**src/rtl/mem_arb_pkg.sv**
```systemverilog
// Shared types and constants for the fetch/data memory-port arbiter.
package mem_arb_pkg;

  localparam int unsigned DEF_ADDR_W = 16;
  localparam int unsigned DEF_DATA_W = 16;

  localparam logic [3:0] OP_LW = 4'b1000;
  localparam logic [3:0] OP_SW = 4'b1001;

  typedef enum logic [1:0] {
    ST_IDLE    = 2'd0,
    ST_BUSY_IF = 2'd1,
    ST_BUSY_D  = 2'd2
  } arb_state_e;

  // Decoder helper: returns {d_we, d_re} for an opcode
  function automatic logic [1:0] mem_op_req(input logic [3:0] op);
    return {op == OP_SW, op == OP_LW};
  endfunction

endpackage

```
**src/rtl/mem_arbiter_if.sv**
```systemverilog
// Unified memory port: the arbiter is the master, the memory is the slave.
interface mem_arbiter_if
  import mem_arb_pkg::*;
#(
  parameter int unsigned ADDR_W = DEF_ADDR_W,
  parameter int unsigned DATA_W = DEF_DATA_W
);

  logic              mem_en;
  logic              mem_we;
  logic [ADDR_W-1:0] mem_addr;
  logic [DATA_W-1:0] mem_wdata;
  logic [DATA_W-1:0] mem_rdata;
  logic              mem_rdy;

  modport master (
    output mem_en, mem_we, mem_addr, mem_wdata,
    input  mem_rdata, mem_rdy
  );

  modport slave (
    input  mem_en, mem_we, mem_addr, mem_wdata,
    output mem_rdata, mem_rdy
  );

endinterface

```
**src/rtl/arb_starve_cnt.sv**
```systemverilog
// Saturating count of data grants won while a fetch was waiting.
module arb_starve_cnt #(
  parameter int unsigned MAX = 4
) (
  input  logic clk,
  input  logic rst_n,
  input  logic inc,
  input  logic clr,
  output logic sat_c
);

  localparam int unsigned CNT_W = $clog2(MAX + 1);

  logic [CNT_W-1:0] cnt_q;
  logic [CNT_W-1:0] cnt_d;

  assign sat_c = (cnt_q == CNT_W'(MAX));

  always_comb begin
    cnt_d = cnt_q;
    if (clr) begin
      cnt_d = '0;
    end else if (inc && !sat_c) begin
      cnt_d = cnt_q + CNT_W'(1);
    end
  end

  always_ff @(posedge clk) begin
    if (!rst_n) begin
      cnt_q <= '0;
    end else begin
      cnt_q <= cnt_d;
    end
  end

endmodule

```
**src/rtl/mem_arbiter.sv**
```systemverilog
// Arbitrates the single memory port between instruction fetch and LW/SW,
// data first with a starvation bound so fetch always makes progress.
module mem_arbiter
  import mem_arb_pkg::*;
#(
  parameter int unsigned ADDR_W     = DEF_ADDR_W,
  parameter int unsigned DATA_W     = DEF_DATA_W,
  parameter int unsigned STARVE_MAX = 4
) (
  input  logic              clk,
  input  logic              rst_n,
  input  logic              halt,
  input  logic              if_req,
  input  logic [ADDR_W-1:0] if_addr,
  output logic [DATA_W-1:0] if_rdata,
  output logic              if_valid,
  input  logic              d_re,
  input  logic              d_we,
  input  logic [ADDR_W-1:0] d_addr,
  input  logic [DATA_W-1:0] d_wdata,
  output logic [DATA_W-1:0] d_rdata,
  output logic              d_valid,
  mem_arbiter_if.master     mem,
  output logic              busy
);

  arb_state_e state_q, state_d;

  logic              mem_en_q,    mem_en_d;
  logic              mem_we_q,    mem_we_d;
  logic [ADDR_W-1:0] mem_addr_q,  mem_addr_d;
  logic [DATA_W-1:0] mem_wdata_q, mem_wdata_d;
  logic [DATA_W-1:0] if_rdata_q,  if_rdata_d;
  logic              if_valid_q,  if_valid_d;
  logic [DATA_W-1:0] d_rdata_q,   d_rdata_d;
  logic              d_valid_q,   d_valid_d;
  logic              busy_q,      busy_d;

  logic d_any_c;
  logic if_ok_c;
  logic grant_if_c;
  logic grant_d_c;
  logic starve_sat_c;

  // A requester is ignored during its own completion cycle
  assign d_any_c = (d_re | d_we) & ~d_valid_q;
  assign if_ok_c = if_req & ~if_valid_q & ~halt;

  arb_starve_cnt #(
    .MAX (STARVE_MAX)
  ) u_starve (
    .clk   (clk),
    .rst_n (rst_n),
    .inc   (grant_d_c & if_ok_c),
    .clr   (grant_if_c | ~if_req),
    .sat_c (starve_sat_c)
  );

  always_ff @(posedge clk) begin
    if (!rst_n) begin
      state_q <= ST_IDLE;
    end else begin
      state_q <= state_d;
    end
  end

  always_comb begin
    state_d    = state_q;
    grant_if_c = 1'b0;
    grant_d_c  = 1'b0;
    unique case (state_q)
      ST_IDLE: begin
        if (if_ok_c && (!d_any_c || starve_sat_c)) begin
          grant_if_c = 1'b1;
          state_d    = ST_BUSY_IF;
        end else if (d_any_c) begin
          grant_d_c = 1'b1;
          state_d   = ST_BUSY_D;
        end
      end
      ST_BUSY_IF, ST_BUSY_D: begin
        if (mem.mem_rdy) state_d = ST_IDLE;
      end
      default: state_d = ST_IDLE;
    endcase
  end

  always_comb begin
    mem_en_d    = mem_en_q;
    mem_we_d    = mem_we_q;
    mem_addr_d  = mem_addr_q;
    mem_wdata_d = mem_wdata_q;
    if_rdata_d  = if_rdata_q;
    d_rdata_d   = d_rdata_q;
    if_valid_d  = 1'b0;
    d_valid_d   = 1'b0;
    busy_d      = (state_d != ST_IDLE);

    if (grant_if_c) begin
      mem_en_d    = 1'b1;
      mem_we_d    = 1'b0;
      mem_addr_d  = if_addr;
      mem_wdata_d = '0;
    end else if (grant_d_c) begin
      mem_en_d    = 1'b1;
      mem_we_d    = d_we;
      mem_addr_d  = d_addr;
      mem_wdata_d = d_wdata;
    end

    if (state_q == ST_BUSY_IF && mem.mem_rdy) begin
      mem_en_d   = 1'b0;
      if_valid_d = 1'b1;
      if_rdata_d = mem.mem_rdata;
    end

    // Stores complete without disturbing the last load value
    if (state_q == ST_BUSY_D && mem.mem_rdy) begin
      mem_en_d  = 1'b0;
      d_valid_d = 1'b1;
      if (!mem_we_q) d_rdata_d = mem.mem_rdata;
    end
  end

  always_ff @(posedge clk) begin
    if (!rst_n) begin
      mem_en_q    <= 1'b0;
      mem_we_q    <= 1'b0;
      mem_addr_q  <= '0;
      mem_wdata_q <= '0;
      if_rdata_q  <= '0;
      if_valid_q  <= 1'b0;
      d_rdata_q   <= '0;
      d_valid_q   <= 1'b0;
      busy_q      <= 1'b0;
    end else begin
      mem_en_q    <= mem_en_d;
      mem_we_q    <= mem_we_d;
      mem_addr_q  <= mem_addr_d;
      mem_wdata_q <= mem_wdata_d;
      if_rdata_q  <= if_rdata_d;
      if_valid_q  <= if_valid_d;
      d_rdata_q   <= d_rdata_d;
      d_valid_q   <= d_valid_d;
      busy_q      <= busy_d;
    end
  end

  assign mem.mem_en    = mem_en_q;
  assign mem.mem_we    = mem_we_q;
  assign mem.mem_addr  = mem_addr_q;
  assign mem.mem_wdata = mem_wdata_q;
  assign if_rdata      = if_rdata_q;
  assign if_valid      = if_valid_q;
  assign d_rdata       = d_rdata_q;
  assign d_valid       = d_valid_q;
  assign busy          = busy_q;

endmodule

```
**src/flat_wrapper.sv**
```systemverilog
// flat-port wrapper written by rule: the top's interface ports become plain ports
module mem_arbiter_flat import mem_arb_pkg::*;
#(
  parameter int unsigned ADDR_W     = DEF_ADDR_W,
  parameter int unsigned DATA_W     = DEF_DATA_W,
  parameter int unsigned STARVE_MAX = 4
)
  (clk, rst_n, halt, if_req, if_addr, if_rdata, if_valid, d_re, d_we, d_addr, d_wdata, d_rdata, d_valid, busy, mem_mem_en, mem_mem_we, mem_mem_addr, mem_mem_wdata, mem_mem_rdata, mem_mem_rdy);
  mem_arbiter_if #(.ADDR_W(ADDR_W), .DATA_W(DATA_W)) mem_i ();
  input  logic clk;
  input  logic rst_n;
  input  logic halt;
  input  logic if_req;
  input  logic [ADDR_W-1:0] if_addr;
  output logic [DATA_W-1:0] if_rdata;
  output logic if_valid;
  input  logic d_re;
  input  logic d_we;
  input  logic [ADDR_W-1:0] d_addr;
  input  logic [DATA_W-1:0] d_wdata;
  output logic [DATA_W-1:0] d_rdata;
  output logic d_valid;
  output logic busy;
  output wire logic [$bits(mem_i.mem_en)-1:0] mem_mem_en;
  output wire logic [$bits(mem_i.mem_we)-1:0] mem_mem_we;
  output wire logic [$bits(mem_i.mem_addr)-1:0] mem_mem_addr;
  output wire logic [$bits(mem_i.mem_wdata)-1:0] mem_mem_wdata;
  input wire logic [$bits(mem_i.mem_rdata)-1:0] mem_mem_rdata;
  input wire logic [$bits(mem_i.mem_rdy)-1:0] mem_mem_rdy;
  assign mem_mem_en = mem_i.mem_en;
  assign mem_mem_we = mem_i.mem_we;
  assign mem_mem_addr = mem_i.mem_addr;
  assign mem_mem_wdata = mem_i.mem_wdata;
  assign mem_i.mem_rdata = mem_mem_rdata;
  assign mem_i.mem_rdy = mem_mem_rdy;
  mem_arbiter #(.ADDR_W(ADDR_W), .DATA_W(DATA_W), .STARVE_MAX(STARVE_MAX)) u_core (.clk(clk), .rst_n(rst_n), .halt(halt), .if_req(if_req), .if_addr(if_addr), .if_rdata(if_rdata), .if_valid(if_valid), .d_re(d_re), .d_we(d_we), .d_addr(d_addr), .d_wdata(d_wdata), .d_rdata(d_rdata), .d_valid(d_valid), .mem(mem_i), .busy(busy));
endmodule
```
**config.mk**
```make
export PLATFORM = sky130hd
export DESIGN_NAME = mem_arbiter_flat
export DESIGN_NICKNAME = d
export VERILOG_FILES = /design/src/rtl/mem_arb_pkg.sv /design/src/rtl/mem_arbiter_if.sv /design/src/rtl/arb_starve_cnt.sv /design/src/rtl/mem_arbiter.sv /design/src/flat_wrapper.sv
export SDC_FILE = /design/constraint.sdc
export NUM_CORES = 1
export LEC_CHECK = 0
export ABC_AREA = 1
export ABC_CLOCK_PERIOD_IN_PS = 2200
export CAP_MARGIN = 20
export CORE_MARGIN = 4
export CORE_UTILIZATION = 39
export CTS_BUF_LIST = sky130_fd_sc_hd__clkbuf_2
export DETAILED_ROUTE_END_ITERATION = 12
export MAX_ROUTING_LAYER = met4
export PLACE_DENSITY = 0.84
export SKIP_LAST_GASP = 1
export SLEW_MARGIN = 10
export SYNTH_ARGS = -nofsm -noshare
export SYNTH_HDL_FRONTEND = slang
export SYNTH_HIERARCHICAL = 1
export SYNTH_SLANG_ARGS = --single-unit
```
**constraint.sdc**
```tcl
create_clock -name clk -period 2.2 [get_ports clk]
set_clock_uncertainty 0.2 [all_clocks]
set_input_delay 0.22 -clock clk [delete_from_list [all_inputs] [get_ports clk]]
set_output_delay 0.22 -clock clk [all_outputs]
set_load 0.03 [all_outputs]
```
==> qor.log <==
INFO  synthesis      asyncSetResetFlopFracSynth=0%
INFO  worst_setup_path cp_arrival=1.62ns
INFO  detailed_routing routed_wl=9090µm
INFO  synthesis      synth.top_cell.area_share=48.0%
INFO  timing         timing.final.ws_setup=0.156ns
INFO  floorplan      chipHeight=96.9µm
INFO  outcome        run_status=complete, no violations
INFO  clock_tree     clkTransAtPathRegs=0.21ns
INFO  timing         pin_slew_with_the_least_headroom_to_its_limit=0.458ns
INFO  synthesis      yosys-top-cells-area=sky130_fd_sc_hd__dfxtp_1 (48%), sky130_fd_sc_hd__nand2_1 (13%), sky130_fd_sc_hd__a21oi_1 (4.7%)
INFO  clock_tree     tritoncts=yes
INFO  worst_setup_path regToRegSetupSlack=0.26ns
INFO  synthesis      number_of_nets_produced_by_synthesis=466
INFO  layout         area.growth.synth_to_final=52.8%
INFO  worst_setup_path crit_path_required_time=1.78ns
INFO  layout         stdcell_count=635
INFO  placed_design  io_buffers=139
INFO  worst_setup_path critical_path_class=reg2out
INFO  worst_setup_path crit_path_start_kind=flop
INFO  global_routing grt_first_pass_wirelength=15,300µm
INFO  layout         finish.net_count=606
INFO  worst_setup_path timing.reg2reg.worst_path_depth=12
INFO  layout         regArea=1480µm²
INFO  placed_design  dp_cells=620
INFO  timing         setup_viol=0
INFO  floorplan      pin_count=140
INFO  synthesis      most_common_library_cells_after_synthesis=sky130_fd_sc_hd__nand2_1 (103), sky130_fd_sc_hd__dfxtp_1 (74), sky130_fd_sc_hd__nor2_1 (36)
INFO  floorplan      die_width=96.9µm
INFO  layout         postLayoutCoreUtil=61.0%
INFO  detailed_routing wl_per_instance=14.3µm
INFO  worst_setup_path path_cells=clkdlybuf4s50_1
INFO  power_and_ir_drop vdd_drop_max=391µV
INFO  worst_setup_path cp.depth=1
INFO  detailed_routing route.detailed.vias_per_inst=4.93
INFO  global_routing antenna_found_initial=0
INFO  timing         grt_setup_unrepaired=false
INFO  clock_tree     numCtsBuffers=9
INFO  timing         timing_max_transition_violations_final=0
INFO  synthesis      postSynthAreaPerCell=7.93µm²
INFO  synthesis      synth-edff-count=0
INFO  clock_tree     clock_latency=0.50ns
INFO  global_routing first_global_vias=3,298
INFO  detailed_routing firstDrtPassIters=5
INFO  worst_setup_path path_buf_inv=1
INFO  run            max-cap-violations=0
INFO  worst_setup_path worstPathMaxFanout=3
INFO  min_path       worst_min_delay_path_class=in2reg
INFO  synthesis      synth_most_common_cell=sky130_fd_sc_hd__nand2_1
INFO  detailed_routing drt_iter0_markers=97
INFO  timing         final_critical_path_share_of_the_clock_period=92.9%
INFO  floorplan      core_area=7730µm²
INFO  clock_tree     clock_tree.htree_level_count=3
INFO  synthesis      yosysWarningCount=6
INFO  clock_tree     clockBufferDepth=2
INFO  worst_setup_path slowest_stage=sky130_fd_sc_hd__clkdlybuf4s50_1
INFO  synthesis      synthDistinctLibCells=27
INFO  floorplan      standard_cell_rows=32
INFO  floorplan      initial_utilization=39.9%
INFO  timing         setup_tns=0ns
INFO  worst_setup_path cp_top_family=buffers and inverters
INFO  power_and_ir_drop power.leakage=1.98nW
INFO  placed_design  dpl.hpwl=6750µm
INFO  timing         worst_case_headroom_to_the_max_slew_limit=69.4%
INFO  synthesis      post_synth_top_area_cell=sky130_fd_sc_hd__dfxtp_1
INFO  placed_design  preCtsSetupSlack=0.133ns
INFO  placed_design  gp_congestion=0.903
INFO  clock_tree     post_cts.repair.setup_buffers=0
INFO  synthesis      synthesis.area=3080µm²
INFO  power_and_ir_drop power_density=682nW/µm²
INFO  synthesis      synth.ff_latch_count=74
INFO  layout         antenna_cells=0
INFO  global_routing globalRouteTotalUtil=20.2%
INFO  worst_setup_path end_kind=output port
INFO  timing         hold_violations=0
INFO  clock_tree     numClockSinks=74
INFO  detailed_routing final_antenna_net_count=0
INFO  clock_tree     cts_root_buffer=sky130_fd_sc_hd__clkbuf_2
INFO  worst_setup_path worst_path_largest_cell_delay=0.71ns
INFO  detailed_routing drc_errors=0
INFO  floorplan      fp.dieArea=9400µm²
INFO  synthesis      syn_inst=389
INFO  timing         fmax=489MHz
INFO  global_routing global_route.overflow_total=0
INFO  global_routing grt_max_degree=34
INFO  detailed_routing num_vias=3,130
INFO  layout         multiInputGateArea=1370µm²
INFO  timing         finalHoldWorstSlack=0.0631ns
INFO  min_path       min_delay_path_depth=3
INFO  synthesis      seq_area_frac_synth=48.0%
INFO  layout         final_layout_size_suffix_gt1_share=9.01%
INFO  layout         layout.filler_cells=680
INFO  synthesis      ys_dominant_reg_cell=sky130_fd_sc_hd__dfxtp_1
INFO  clock_tree     hold_buffers=0
INFO  timing         minimum_clock_period=2.04ns
-- layout make-up --
type | instances | share of cell area (%)
timing repair buffer | 151 | 31.7
sequential | 74 | 31.5
multi-input combinational | 264 | 29.1
tap | 102 | 2.71
inverter | 29 | 2.34
clock inverter | 6 | 1.75
clock buffer | 9 | 0.956
-- per-layer routing --
metal | GRT usage (%) | share of wire [%] | vias to the layer above
met4 | 6.16 | 1.8 | 0
met3 | 7.57 | 9.1 | 15
met2 | 33.0 | 49 | 135
li1 | - | - | 1550
met1 | 23.0 | 41 | 1430
met5 | - | 0 | -
-- path summary, 6_finish.rpt --
| check | start | end |
|---|---|---|
| setup / recovery | u_core/mem.mem_we | mem_mem_we |
| hold reg to reg | u_core/mem.mem_wdata[6] | u_core/mem.mem_wdata[6] |
| setup reg to reg | u_core/u_starve/cnt_q[0] | u_core/mem.mem_addr[14] |
| hold / removal | d_wdata[8] | u_core/mem.mem_wdata[8] |
-- what timing repair did --
action,4_1_cts,5_1_grt
hold endpoints to repair,0,0
gates resized for setup,0,1
setup endpoints to repair,0,1
-- power by group --
part	total, W	internal [W]	leakage (nW)	switching, W
Sequential	0.00149	0.00144	0.606	0.0000533
Clock	0.000825	0.000362	0.0691	0.000463
Combinational	0.000897	0.000385	1.31	0.000512
Total	0.00322	0.00219	1.98	0.00103
-- cell usage in the layout (no fill, tap or decap), types with 2 or more instances in the layout --
master                            netlist  layout
sky130_fd_sc_hd__nand2_2                4       4
sky130_fd_sc_hd__inv_1                 27      27
sky130_fd_sc_hd__a21oi_1               29      29
sky130_fd_sc_hd__a22o_1                13      13
sky130_fd_sc_hd__ha_1                   6       6
sky130_fd_sc_hd__bufinv_16              0       2
sky130_fd_sc_hd__dfxtp_1               74      73
sky130_fd_sc_hd__clkbuf_2               1       9
sky130_fd_sc_hd__clkdlybuf4s50_1        0     139
sky130_fd_sc_hd__o21ai_0               21      21
sky130_fd_sc_hd__nor2_1                36      36
sky130_fd_sc_hd__nand4_1               16      16
sky130_fd_sc_hd__nand3_1               19      19
sky130_fd_sc_hd__a21oi_2                9       9
sky130_fd_sc_hd__nand3_4                2       2
sky130_fd_sc_hd__clkinv_1               0       2
sky130_fd_sc_hd__nand2_1              103     103
sky130_fd_sc_hd__buf_4                  1      11
sky130_fd_sc_hd__clkinvlp_4             0       2
-- stage by stage --
stage,total power [W],instance area (µm²)
2_1_floorplan,0.00202,3080
3_3_place_gp,0.00240,4580
3_5_place_dp,0.00242,4580
4_1_cts,0.00325,4710
5_1_grt,0.00337,4710
6_report,0.00322,4710
-- logic make-up after synthesis --
logic type | after synthesis | share of synthesized area [%]
AND/OR/NAND/NOR | 184 | 26.9
adder cells (fa/ha/maj) | 6 | 2.43
AO/OA/AOI/OAI | 74 | 15.1
buffers and inverters | 51 | 7.50
flip-flops | 74 | 48.0
-- sequential cells by signal (all words and copies together) (netlist names) --
| register | flops |
|---|---|
| u_core/state_q | 2 |
| u_core/u_starve/cnt_q | 3 |
| u_core/d_valid | 1 |
| u_core/d_rdata | 16 |
| u_core/mem.mem_en | 1 |
| u_core/if_valid | 1 |
| u_core/busy | 1 |
| u_core/mem.mem_we | 1 |
| u_core/mem.mem_wdata | 16 |
| u_core/mem.mem_addr | 16 |
| u_core/if_rdata | 16 |
Power figures use the tool's default switching activity.
